$ cat src/rtl/reg_file_seq_init.sv
`default_nettype none
// ============================================================================
// Module      : reg_file_seq_init
// Description : Parametrised register file with NUM_RD combinational read
//               ports, one synchronous write port, an optional hard-wired
//               zero register, optional write-to-read bypass and a sequential
//               initialisation engine. After reset, or after a reinit pulse,
//               the engine loads one register per cycle from an external
//               image ROM through init_addr/init_data.
// Revision    : 1.0 - initial release
// ----------------------------------------------------------------------------
// Ports
//   clk        in   1               rising-edge clock
//   rst        in   1               asynchronous active-low reset
//   reinit     in   1               restart the initialisation sequence
//   init_addr  out  ADDR_W          register index being loaded (0 in RUN)
//   init_data  in   DATA_W          image word for init_addr, same cycle
//   ready      out  1               file initialised, writes accepted
//   we         in   1               write enable
//   waddr      in   ADDR_W          write address
//   wdata      in   DATA_W          write data
//   raddr      in   NUM_RD*ADDR_W   packed read addresses, port k at
//                                   [k*ADDR_W +: ADDR_W]
//   rdata      out  NUM_RD*DATA_W   packed read data, same packing
// ============================================================================
module reg_file_seq_init #(
    parameter int DATA_W   = 32,
    parameter int ADDR_W   = 5,
    parameter int NUM_RD   = 2,
    parameter int ZERO_REG = 1,
    parameter int BYPASS   = 1
) (
    input  logic                     clk,
    input  logic                     rst,
    input  logic                     reinit,
    output logic [ADDR_W-1:0]        init_addr,
    input  logic [DATA_W-1:0]        init_data,
    output logic                     ready,
    input  logic                     we,
    input  logic [ADDR_W-1:0]        waddr,
    input  logic [DATA_W-1:0]        wdata,
    input  logic [NUM_RD*ADDR_W-1:0] raddr,
    output logic [NUM_RD*DATA_W-1:0] rdata
);

    localparam int              NUM_REGS   = 2 ** ADDR_W;
    // Counter is one bit wider than the address so NUM_REGS is representable.
    localparam logic [ADDR_W:0] c_LAST_IDX = (ADDR_W + 1)'(NUM_REGS - 1);
    localparam logic [ADDR_W:0] c_CNT_ONE  = (ADDR_W + 1)'(1);
    localparam bit              c_ZERO_EN  = (ZERO_REG != 0);
    localparam bit              c_BYP_EN   = (BYPASS != 0);

    localparam logic [0:0] ST_INIT = 1'b0;
    localparam logic [0:0] ST_RUN  = 1'b1;

    logic [0:0]        state_q;
    logic [0:0]        state_d;
    logic [ADDR_W:0]   cnt_q;
    logic [ADDR_W:0]   cnt_d;

    logic [DATA_W-1:0] mem_q [NUM_REGS];

    logic              w_wr_ok;
    logic              w_init_zero;
    logic              w_mem_we;
    logic [ADDR_W-1:0] w_mem_addr;
    logic [DATA_W-1:0] w_mem_wdata;

    // ------------------------------------------------------------------------
    // FSM: state register
    // ------------------------------------------------------------------------
    always_ff @(posedge clk or negedge rst) begin
        if (!rst) begin
            state_q <= ST_INIT;
            cnt_q   <= '0;
        end else begin
            state_q <= state_d;
            cnt_q   <= cnt_d;
        end
    end

    // ------------------------------------------------------------------------
    // FSM: next-state logic. reinit overrides everything, including the
    // final INIT step, so a pulse on that edge still restarts from index 0.
    // ------------------------------------------------------------------------
    always_comb begin
        state_d = state_q;
        cnt_d   = cnt_q;
        if (reinit) begin
            state_d = ST_INIT;
            cnt_d   = '0;
        end else begin
            case (state_q)
                ST_INIT: begin
                    if (cnt_q == c_LAST_IDX) begin
                        state_d = ST_RUN;
                        cnt_d   = '0;
                    end else begin
                        cnt_d = cnt_q + c_CNT_ONE;
                    end
                end
                ST_RUN: begin
                    state_d = ST_RUN;
                end
                default: begin
                    state_d = ST_INIT;
                    cnt_d   = '0;
                end
            endcase
        end
    end

    // ------------------------------------------------------------------------
    // FSM: outputs. ready is a pure decode of the state register, so it is
    // low for every cycle in which init_data is being consumed.
    // ------------------------------------------------------------------------
    always_comb begin
        ready     = 1'b0;
        init_addr = '0;
        case (state_q)
            ST_INIT: init_addr = cnt_q[ADDR_W-1:0];
            ST_RUN:  ready     = 1'b1;
            default: begin
                ready     = 1'b0;
                init_addr = '0;
            end
        endcase
    end

    // ------------------------------------------------------------------------
    // Write port arbitration
    // ------------------------------------------------------------------------
    // A user write survives only in RUN, without a concurrent reinit, and
    // not to the hard-wired zero register. The same term qualifies bypass.
    assign w_wr_ok = (state_q == ST_RUN) && we && !reinit &&
                     !(c_ZERO_EN && (waddr == '0));

    assign w_init_zero = c_ZERO_EN && (cnt_q == '0);

    always_comb begin
        w_mem_we    = 1'b0;
        w_mem_addr  = waddr;
        w_mem_wdata = wdata;
        // Held-in-reset cycles must not touch the array: its contents are
        // deliberately preserved across reset.
        if (rst && !reinit) begin
            if (state_q == ST_INIT) begin
                w_mem_we    = 1'b1;
                w_mem_addr  = cnt_q[ADDR_W-1:0];
                w_mem_wdata = w_init_zero ? '0 : init_data;
            end else if (w_wr_ok) begin
                w_mem_we = 1'b1;
            end
        end
    end

    // Storage array: no reset, contents persist until reloaded.
    always_ff @(posedge clk) begin
        if (w_mem_we) begin
            mem_q[w_mem_addr] <= w_mem_wdata;
        end
    end

    // ------------------------------------------------------------------------
    // Read ports: fully independent combinational lookups
    // ------------------------------------------------------------------------
    for (genvar k = 0; k < NUM_RD; k++) begin : g_rd
        logic [ADDR_W-1:0] w_ra;
        logic [DATA_W-1:0] w_rd;

        assign w_ra = raddr[k*ADDR_W +: ADDR_W];

        always_comb begin
            if (!ready) begin
                w_rd = '0;
            end else if (c_ZERO_EN && (w_ra == '0)) begin
                w_rd = '0;
            end else if (c_BYP_EN && w_wr_ok && (waddr == w_ra)) begin
                w_rd = wdata;
            end else begin
                w_rd = mem_q[w_ra];
            end
        end

        assign rdata[k*DATA_W +: DATA_W] = w_rd;
    end

endmodule
`default_nettype wire

$ cat config.mk
export PLATFORM = sky130hd
export DESIGN_NAME = reg_file_seq_init
export DESIGN_NICKNAME = d
export VERILOG_FILES = /design/src/rtl/reg_file_seq_init.sv
export SDC_FILE = /design/constraint.sdc
export NUM_CORES = 1
export LEC_CHECK = 0
export BUFFER_PORTS_ARGS = -buffer_cell sky130_fd_sc_hd__buf_4
export CORE_ASPECT_RATIO = 1.25
export CORE_UTILIZATION = 25
export CTS_BUF_LIST = sky130_fd_sc_hd__clkbuf_8 sky130_fd_sc_hd__clkbuf_16
export CTS_CLUSTER_DIAMETER = 150
export DETAILED_ROUTE_END_ITERATION = 8
export PLACE_DENSITY = 0.42
export SLEW_MARGIN = 20
export SYNTH_ARGS = -nofsm -noshare
export SYNTH_HDL_FRONTEND = slang
export SYNTH_SLANG_ARGS = --single-unit
$ cat constraint.sdc
create_clock -name clk -period 3 [get_ports clk]
set_input_delay 0.3 -clock clk [delete_from_list [all_inputs] [get_ports clk]]
set_output_delay 0.3 -clock clk [all_outputs]
set_load 0.01 [all_outputs]
Word level (Yosys, flattened, before mapping)
Memory sizes are Yosys's and may differ from the RTL's.
Cells that the tools add are included.
{ "word_totals": {"regBits": 7, "mem_bits_rw": 1024, "output_inout_bits": 70, "wordCells": 45, "mem_count": 1} }
{ "mem_list": {"columns": ["memory", "words", "width", "read_ports", "rd_clocked_by_memory_dff", "write_ports", "line_no", "source"], "rows": [
  ["mem_q", 32, 32, 2, 0, 1, "61", "logic [DATA_W-1:0] mem_q [NUM_REGS];"]
]} }
{ "classes": {"addsub": 1, "eq_ne": 4, "muxes": 24, "bitwise": 1, "reduce_logical": 12} }
{ "op_table": {"columns": ["operator", "count"], "rows": [
  ["$mux W32", 9],
  ["$mux W6", 3],
  ["$logic_not A5 Y1", 3],
  ["$mux W5", 3],
  ["$eq A5 B5 Y1", 2],
  ["$mux W1", 8],
  ["$add A6 B1 Y6 const B", 1],
  ["$eq A6 B5 Y1 const B", 1],
  ["$logic_and A1 B1 Y1", 6],
  ["$logic_not A6 Y1", 1],
  ["$logic_not A1 Y1", 2],
  ["$ne A2 B2 Y1 const B", 1],
  ["$pmux W1 S2", 1],
  ["$not A1 Y1", 1]
]} }

Logic depth before layout (Yosys ltp)
{ "logic_depth": {"word_depth": 8, "mapped_depth": 11} }

Worst setup path after synthesis
OpenSTA, ideal clock, no wires.
{ "synth_timing": {"path_kind": "register to register", "startpoint": "register state_q", "endpoint": "memory mem_q[24][0] (enable)", "arrival_time_ns": 2.921, "slack_ns": -0.342, "stages_incl_launch_ff": 9, "n_path_buf": 3, "period_less_slack_ns": 3.342, "path_cell_list": "dfrtp_1 > clkbuf_1 > nand2b_1 > clkbuf_1 > clkbuf_1 > nand3_1 > o21ai_1 > nand2_1 > nor2_1"} }
{ "synth_via": {"elab_chain_len": 8, "word_cells_on_any_way": 10, "classes_between": "7 x mux; 3 x reduce/logical"} }
{ "synth_rtl": {"columns": ["item", "line_no", "source"], "rows": [
  ["start, declared", "56", "logic [0:0] state_q;"],
  ["start signal, assigned", "77", "state_q <= state_d;"],
  ["$logic_and A1 B1 Y1 (3 in a row)", "135", "assign w_wr_ok = (state_q == ST_RUN) && we && !reinit &&"],
  ["$mux W1", "151", "end else if (w_wr_ok) begin"],
  ["$mux W1", "147", "if (state_q == ST_INIT) begin"],
  ["$mux W1", "146", "if (rst && !reinit) begin"],
  ["$mux W1", "159", "if (w_mem_we) begin"],
  ["$mux W1 (implied by the code)", "160", "mem_q[w_mem_addr] <= w_mem_wdata;"],
  ["end, declared", "61", null]
]} }
Parallel ways exist; a longest one is shown, timed or not.

Worst setup path after layout
{ "layout_timing": {"startpoint": "register state_q", "endpoint": "output port rdata[0]"} }
{ "layout_via": {"elab_chain_len": 7, "word_cells_on_any_way": 8, "classes_between": "4 x mux; 4 x reduce/logical"} }
{ "layout_rtl": {"columns": ["item", "line_no", "source"], "rows": [
  ["$logic_and A1 B1 Y1 (3 in a row)", "135", null],
  ["$logic_and A1 B1 Y1", "178", "end else if (c_BYP_EN && w_wr_ok && (waddr == w_ra)) begin"],
  ["$mux W32", "178", null],
  ["$mux W32", "176", "end else if (c_ZERO_EN && (w_ra == '0)) begin"],
  ["$mux W32 *", "174", "if (!ready) begin"],
  ["end, declared", "43", "output logic [NUM_RD*DATA_W-1:0] rdata"]
]} }
Every way passes the cells marked *; elsewhere a longest branch is shown, timed or not.

==> summary.txt <==
Run status
  • Status: complete, but fails checks
  • Violated checks: setup timing

Cells and area
  • Ratio of cells with drive above 1 in the final layout: 34.2%
  • Area of the multi-input gates: 0.0182 mm²
  • Design Area, Final: 0.0620 mm²
  • Non-filler cells, final: 5975
  • Register area: 0.0309 mm²
  • Area Growth Syn to Fin: 25.4%
  • Final core occ: 31.5%
  • Final nets: 3388
  • # fillers: 19.1k

Setup path
  • Slowest stage delay, CP: 0.50 ns
  • Sum of buffers and inverters on the critical path: 3
  • Startpoint types: flip-flop
  • Crit. End Element: primary output
  • CP Class: reg2out
  • CP Data Arrival Time: 2.88 ns
  • Crit path cell chain: and3b_2 -> o21ai_4 -> or4_4 -> buf_12 -> nand2_8 -> a311oi_1 -> buf_4 -> a32o_1 -> buf_4
  • Worst Path Required: 2.70 ns
  • CP top delay family: simple AND/OR/NAND/NOR gates
  • Crit-path most repeated cell: buf_4
  • Crit Path Max Fanout: 4
  • Slowest stage cell on the critical path: or4_4

Yosys
  • Synth unique cells: 55
  • Synth Area in Adders: 0.0507%
  • Async set-reset flop share out of synthesis: 0.679%
  • Synth Flop Type: edfxtp_1
  • Top cell type's share of synthesized area: 62.2%
  • Cell with the most instances after synthesis: edfxtp_1
  • YS warnings: 0
  • Post-Syn Area: 0.0494 mm²
  • Seq/Total Area, Yosys: 62.6%
  • Post-Syn Instances: 2926
  • Synth Area in Compound Gates: 8.26%
  • Largest family of logic cells by synthesized area: multiplexers
  • Mux share of post-synthesis cell area: 23.6%
  • Syn nets: 3011
  • Area contributors post-synth: edfxtp_1 (62%), mux4_2 (15%), mux2i_1 (8.3%)
  • Post-Syn Area per Cell: 16.9 µm²
  • Post-synth EDFFs: 1024
  • Post-synthesis register bit count: 1031
  • Simple-gate area share of the yosys netlist: 2.65%
  • Leading area contributor after synthesis: edfxtp_1
  • XOR/XNOR share of the synthesized area: 0.213%
  • Synth top cells by count: edfxtp_1 (1024), mux2i_1 (408), mux4_2 (335)

STA
  • Max Fclk: 314 MHz
  • Setup TNS Final: -2.56 ns
  • Slew @ Worst Pin: 0.679 ns
  • Worst Skew: 0.0250 ns
  • Post-route worst setup slack: -0.180 ns
  • RSZ-0062 raised after global routing: yes
  • Fin. max-slew vios: 0
  • Crit share post-route: 106%
  • Final setup vio count: 37
  • Fin crit period: 3.18 ns
  • Final Hold Vio Count: 0
  • Fin Hold WS: 0.0976 ns
  • Max-slew headroom: 54.2%

Place
  • Placed cells: 5748
  • Dpl ws: -0.191 ns
  • Gpl congestion: 0.778
  • DP Area: 0.0571 mm²
  • IO buf count: 152
  • Dpl hpwl: 125000 µm

GRT
  • Initial antenna violation count: 5
  • Total gr overflow: 0
  • Pin count of the biggest net entering global routing: 55
  • Global-route wire length before repair: 270000 µm
  • Vias in the first global route: 32.5k
  • Tot GR Track Use: 19.5%

Floorplan
  • I/O pin total: 153
  • Initial Utilization: 25.1%
  • Die width: 400 µm
  • Die area: 0.199 mm²
  • Die Ht: 499 µm
  • Core ar.: 0.197 mm²
  • Site row count: 182

Clocking
  • Longest Clk Path Bufs: 3
  • Root buffer cell: clkbuf_16
  • H-tree depth: 3
  • Clock latency on the worst-skew pair: 0.77 ns
  • Clk sink count: 1031
  • CTS buffer count: 114
  • Reg clk slew, reported paths: 0.06 ns
  • TritonCTS clock tree: yes

Power
  • Pwr Total: 34.0 mW
  • Maximum vdd drop: 0.000455 V
  • Power Dens Cells: 548 mW/mm²
  • P_leak: 20.8 nW

Drt
  • Iter 0 DRT Violations: 3347
  • Detail Route Antenna Nets: 0
  • # DRC: 0
  • Routed vias: 32.2k
  • Vias/cell: 5.39
  • Wirelength, routed: 200000 µm
  • Initial DRT Pass Iterations: 6
  • Wirelength per Cell: 33.4 µm

Min path
  • Hold Path Class: in2reg

Job
  • Max cap viols: 0
cell type report:
class / instances / share of cell area (%)
clock inverter: 94 / 1.31
multi-input combinational: 1643 / 29.4
antenna: 2 / 0.00808
inverter: 7 / 0.0505
sequential: 1031 / 49.9
clock buffer: 116 / 4.68
timing repair buffer: 506 / 9.47
tap: 2576 / 5.20
worst min-delay path, delay by kind of cell:
kind                   cells  cell delay, ns
AOI/OAI and AO/OA          1            0.16
buffers and inverters      2            0.26
cell families (layout without fill, tap and decap cells):
| family | after synthesis | in the layout |
|---|---|---|
| buffers and inverters | 252 | 723 |
| muxes | 745 | 745 |
| DFF | 1031 | 1031 |
| xor gates and xnor gates | 12 | 12 |
| other | 0 | 2 |
| AOI/OAI and AO/OA | 585 | 585 |
| adders and majority gates | 2 | 2 |
| and+or+nand+nor | 299 | 299 |
per-layer routing:
metal	share of wire, %	GRT usage, %	vias to the layer above
met5	0.0045	0	-
met2	47	31.5	1270
met4	2.1	4.76	2
met1	45	27.7	17640
met3	6.1	2.46	201
li1	-	-	13117
path summary, 6_finish.rpt:
kind	startpoint	endpoint	slack [ns]	depth (start not counted)
worst min register to register	cnt_q[5]$_DFFE_PN0P_	cnt_q[5]$_DFFE_PN0P_	0.60	2
max in group asynchronous	rst	cnt_q[5]$_DFFE_PN0P_	2.27	4
worst max register to register	state_q$_DFF_PN0_	mem_q[27][0]$_DFFE_PP_	0.29	10
worst max-delay path	state_q$_DFF_PN0_	rdata[0]	-0.18	9
worst min-delay path	init_data[23]	mem_q[22][23]$_DFFE_PP_	0.1	3
min in group asynchronous	rst	state_q$_DFF_PN0_	0.60	4
repair_timing:
action                     4_1_cts  5_1_grt
pin swaps                       28       38
hold buffers                     3        0
resized for setup               91      131
hold endpoints to repair        14        0
setup buffers                    7       13
setup endpoints to repair       64       63
cloned                           1        3
power breakdown:
group          switching (mW)  total (mW)  internal (mW)
clock network            6.10        14.1           8.03
registers              0.0367        16.1           16.1
logic                    2.25        3.70           1.45
total                    8.39        34.0           25.6
layout by cell type, fill, tap and decap left out, types with 27 or more instances in the layout:
master / n
edfxtp_1: 1024
mux2i_1: 408
mux4_2: 335
buf_4: 309
o221ai_1: 158
buf_12: 140
clkbuf_16: 118
o22ai_1: 107
a21oi_1: 99
nor2_1: 65
nand2_1: 63
o21ai_1: 46
a22o_1: 44
buf_6: 40
nor2_4: 35
inv_1: 28
nand3_1: 27
nand2_2: 27
flip-flops by register name, indices dropped and copies added, names as in the netlist:
| signal | count |
|---|---|
| mem_q | 1024 |
| state_q | 1 |
| cnt_q | 6 |
(Power assumes the default switching activity.)
